<file path="config.mk">
export PLATFORM = sky130hd
export DESIGN_NAME = divu_unit
export DESIGN_NICKNAME = d
export VERILOG_FILES = /design/src/rtl/divu_unit.sv
export SDC_FILE = /design/constraint.sdc
export NUM_CORES = 1
export LEC_CHECK = 0
export CAP_MARGIN = 10
export CORE_MARGIN = 10
export CORE_UTILIZATION = 30
export CTS_CLUSTER_DIAMETER = 120
export DETAILED_ROUTE_END_ITERATION = 10
export GPL_ROUTABILITY_DRIVEN = 0
export PLACE_DENSITY_LB_ADDON = 0.12
export SYNTH_ARGS = -nofsm -noshare
export SYNTH_HDL_FRONTEND = slang
export SYNTH_SLANG_ARGS = --single-unit
</file>
<file path="constraint.sdc">
create_clock -name clk -period 6 [get_ports clk]
set_input_delay 1.2 -clock clk [delete_from_list [all_inputs] [get_ports clk]]
set_output_delay 1.2 -clock clk [all_outputs]
set_load 0.02 [all_outputs]
</file>
<file path="src/rtl/divu_unit.sv">
// divu_unit: iterative unsigned restoring divider, one quotient bit per cycle.
// Produces {remainder, quotient} plus a one-cycle done strobe for the HiLo
// register write path.
//
// Handshake: start is sampled only in IDLE or DONE, and the operands are
// captured on that same edge. While busy is high, start is ignored and no
// request is queued. After the last iteration, done pulses high for exactly
// one cycle with div_ans final. div_ans holds its value until the next done or
// a reset. busy and done are never high together.
module divu_unit #(
   parameter int WIDTH = 32
) (
   input  logic                 clk,
   input  logic                 reset,
   input  logic                 start,
   input  logic [WIDTH-1:0]     dividend,
   input  logic [WIDTH-1:0]     divisor,
   output logic                 busy,
   output logic                 done,
   output logic [2*WIDTH-1:0]   div_ans,
   output logic [1:0]           dbg_state_o
);

   localparam int CW = (WIDTH > 1) ? $clog2(WIDTH) : 1;
   localparam logic [CW-1:0] LAST_ITER = CW'(WIDTH - 1);

   typedef enum logic [1:0] {
      S_IDLE = 2'd0,
      S_RUN  = 2'd1,
      S_DONE = 2'd2
   } state_t;

   state_t               state_q;
   logic [WIDTH-1:0]     d_q;       // latched divisor
   logic [WIDTH-1:0]     q_q;       // dividend shifting out, quotient shifting in
   // The partial remainder is always strictly less than the divisor between
   // iterations, so WIDTH bits hold it. Only the shifted trial value needs
   // the extra bit.
   logic [WIDTH-1:0]     r_q;
   logic [CW-1:0]        cnt_q;
   logic                 busy_q;
   logic                 done_q;
   logic [2*WIDTH-1:0]   ans_q;

   logic [WIDTH:0]       r_sh;      // R' = {R, Q} << 1, upper part
   logic [WIDTH:0]       trial;     // R' - {0, D}
   logic [WIDTH-1:0]     r_nxt;
   logic [WIDTH-1:0]     q_nxt;
   logic                 accept;

   // One restoring step: shift, trial-subtract, keep the difference if it is non-negative.
   always_comb begin
      r_sh   = {r_q, q_q[WIDTH-1]};
      trial  = r_sh - {1'b0, d_q};
      r_nxt  = trial[WIDTH] ? r_sh[WIDTH-1:0] : trial[WIDTH-1:0];
      q_nxt  = {q_q[WIDTH-2:0], ~trial[WIDTH]};
      accept = start && ((state_q == S_IDLE) || (state_q == S_DONE));
   end

   // Control FSM and datapath registers; all outputs registered.
   always_ff @(posedge clk) begin
      if (reset) begin
         state_q <= S_IDLE;
         d_q     <= '0;
         q_q     <= '0;
         r_q     <= '0;
         cnt_q   <= '0;
         busy_q  <= 1'b0;
         done_q  <= 1'b0;
         ans_q   <= '0;
      end else if (accept) begin
         state_q <= S_RUN;
         d_q     <= divisor;
         q_q     <= dividend;
         r_q     <= '0;
         cnt_q   <= '0;
         busy_q  <= 1'b1;
         done_q  <= 1'b0;
      end else begin
         case (state_q)
            S_RUN: begin
               r_q   <= r_nxt;
               q_q   <= q_nxt;
               cnt_q <= cnt_q + CW'(1);
               if (cnt_q == LAST_ITER) begin
                  state_q <= S_DONE;
                  busy_q  <= 1'b0;
                  done_q  <= 1'b1;
                  ans_q   <= {r_nxt, q_nxt};
               end
            end
            S_DONE: begin
               state_q <= S_IDLE;
               done_q  <= 1'b0;
            end
            default: begin
               state_q <= S_IDLE;
               busy_q  <= 1'b0;
               done_q  <= 1'b0;
            end
         endcase
      end
   end

   assign busy        = busy_q;
   assign done        = done_q;
   assign div_ans     = ans_q;
   assign dbg_state_o = state_q;

endmodule

</file>
==> results.json <==
{
  "layout.filler_cells": 2773,
  "synth_edf_count": 0,
  "hpwlAfterDp_mm": 17.5,
  "ctsHoldBuffers": 0,
  "ant_nets": 0,
  "place_area_um2": 9740,
  "cp_top_family": "compound AO/OA/AOI/OAI gates",
  "path_cells": "inv_1 -> ha_1 -> fa_1 -> nand2b_1 -> a211oi_1 -> o21ai_1 -> nand4_2 -> a21o_1 -> and2_4 -> o2111ai_1 -> a311oi_2",
  "crit_fanout": 35,
  "finalHoldViolations": 0,
  "drc": 0,
  "h-tree-depth": 4,
  "pin_count": 135,
  "tns_ns": 0,
  "clockRootBuffer": "clkbuf_16",
  "cts_setup_buffers": 0,
  "synth_simple_gate_area_share_pct": 17.6,
  "core_area_um2": 27000,
  "grt_pass1_wl_mm": 41.2,
  "ys_seq_elements": 168,
  "cts_buffer_depth": 2,
  "ys_top_cells_by_count": "199 x nand2_1, 168 x dfxtp_1, 162 x a21oi_1",
  "ys_types": 63,
  "maxSlewViolCount": 0,
  "grt_antenna_before_repair": 0,
  "avgSynthCellArea_um2": 7.96,
  "synth_xor_xnor_area_share_pct": 2.35,
  "numCtsBuffers": 17,
  "power.leakage_uw": 0.00369,
  "ys_warn_count": 0,
  "insertion_delay_ns": 0.44,
  "path_class": "reg2reg",
  "routedWlPerCell_um": 17.3,
  "fin_crit_ns": 3.49,
  "final_cells": 1474,
  "synth_mux_area_share_pct": 2.19,
  "synth_most_common_cell": "nand2_1",
  "netlist_area_um2": 8210,
  "fin_crit_sh_pct": 58.2,
  "cts_sinks": 168,
  "grt_max_degree": 98,
  "dieArea_um2": 34400,
  "yosys.area.top_type_share_pct": 41.0,
  "viasPerCell": 5.03,
  "num_rows": 60,
  "synth_nets": 1134,
  "synthToLayoutAreaGrowth_pct": 26.0,
  "worstPathArrival_ns": 3.85,
  "maxCapViolCount": 0,
  "critPathBufInv": 1,
  "io_buffers": 134,
  "grt_overflow": 0,
  "synth_top_family_by_area": "compound AO/OA/AOI/OAI gates",
  "final_util_pct": 38.4,
  "rsz0062_at_grt": "no",
  "die_x_um": 185,
  "grt_util_all_layers_pct": 15.0,
  "drt_iter0_drc": 407,
  "cts_resized": 0,
  "max_slew.worst_pin.slew_ns": 1.06,
  "finalNetCount": 1222,
  "fmax_mhz": 286,
  "synth_area_leaders": "dfxtp_1 41%, a21oi_1 9.9%, nand2_1 9.1%, ha_1 5.2%, a22oi_1 3.1%",
  "slew_headroom_pct": 29.3,
  "powerDensity_nw_per_um2": 303,
  "vdd_drop_max_v": 0.000148,
  "initial_utilization_pct": 30.5,
  "finish.instance_area_um2": 10300,
  "synthArstFlopShare_pct": 0,
  "first_pass_iters": 5,
  "status": "completed",
  "worstHoldPathType": "reg2reg",
  "synth_top_flop_cell": "dfxtp_1",
  "routed_wl_mm": 25.5,
  "required_ns": 6.36,
  "drive_above_1_share_pct": 5.03,
  "die_h_um": 185,
  "cts_tree": "done",
  "synth_adder_area_share_pct": 5.42,
  "slowest_stage": "and2_4",
  "cp-start-kind": "flop",
  "vias": 7416,
  "setup_viol": 0,
  "endpoint_kind": "flop",
  "n_antenna_cell": 0,
  "dp_cells": 1442,
  "synth_compound_area_share_pct": 25.9,
  "yosysTopAreaCell": "dfxtp_1",
  "path_clk_slew_ns": 0.08,
  "netlist_instances": 1032,
  "finClkSkew_ns": 0.0130,
  "cp_slowest_stage_delay_ns": 0.61,
  "synth-seq-area-share_pct": 41.0,
  "grt_pass1_vias": 7550
}
per-layer routing:
layer / wire length, um / global-route usage [%] / up-vias
li1: - / - / 3808
met4: 290 / 4.03 / 0
met1: 12100 / 19.1 / 3442
met2: 11200 / 23.1 / 145
met5: 0 / 0 / -
met3: 2000 / 5.69 / 21
final timing paths:
check	start	endpoint	slack, ns	cells past startpoint
setup / recovery	q_q[31]$_SDFFE_PP0P_	div_ans[63]$_SDFFE_PP0P_	2.51	11
hold / removal	div_ans[30]$_SDFFE_PP0P_	div_ans[30]$_SDFFE_PP0P_	0.46	2
setup reg to reg	q_q[31]$_SDFFE_PP0P_	div_ans[63]$_SDFFE_PP0P_	2.51	11
hold reg to reg	div_ans[30]$_SDFFE_PP0P_	div_ans[30]$_SDFFE_PP0P_	0.46	2
worst register-to-register path, cell delays in order, from the launching register on:
cell and delay, ns:
dfxtp_1 0.36, inv_1 0.05, ha_1 0.20, fa_1 0.40, nand2b_1 0.20, a211oi_1 0.33
o21ai_1 0.19, nand4_2 0.13, a21o_1 0.38, and2_4 0.62, o2111ai_1 0.28, a311oi_2 0.28
registers in the layout, indices dropped and copies added (netlist names):
signal       count
dbg_state_o      1
busy             1
div_ans         64
r_q             32
done             1
cnt_q            5
q_q             32
d_q             32
cell usage in the layout, fill, tap and decap left out, types with 17 or more instances in the layout:
cell type        instances
mux2i_1                 18
inv_1                   39
nor2_1                  60
a211oi_1                33
nand2_1                199
a22oi_1                 34
dfxtp_1                168
o21ai_0                 50
a21oi_1                162
clkbuf_16               17
clkdlybuf4s50_1        133
ha_1                    34
report_power, final:
part / total [uW] / leakage, uW / switching [uW] / internal [uW]
combinational: 799 / 0.00203 / 483 / 317
clock: 1140 / 0.000292 / 545 / 599
sequential: 1190 / 0.00137 / 33.9 / 1160
total: 3140 / 0.00369 / 1060 / 2080
per-stage QoR:
step | power, uW | setup slack, ns | hold slack, ns
2_1_floorplan | 1820 | 3.34 | 0.436
3_3_place_gp | 2020 | 2.51 | 0.443
3_5_place_dp | 2020 | 2.48 | 0.448
4_1_cts | 3170 | 2.45 | 0.458
5_1_grt | 3320 | 2.18 | 0.475
6_report | 3140 | 2.51 | 0.456
layout make-up:
cell class	count	area, um2	share of cell area, %
timing repair buffer	141	1390	13.4
tap	341	427	4.12
multi-input combinational	753	4410	42.6
clock inverter	15	181	1.75
sequential	168	3360	32.5
inverter	39	146	1.41
clock buffer	17	425	4.11
kinds of logic after synthesis:
group	Yosys count
flops	168
compound gates	345
simple gates	333
xor+xnor	22
mux	18
buf+inv	111
fa+ha+maj	35
(Power assumes the default switching activity.)
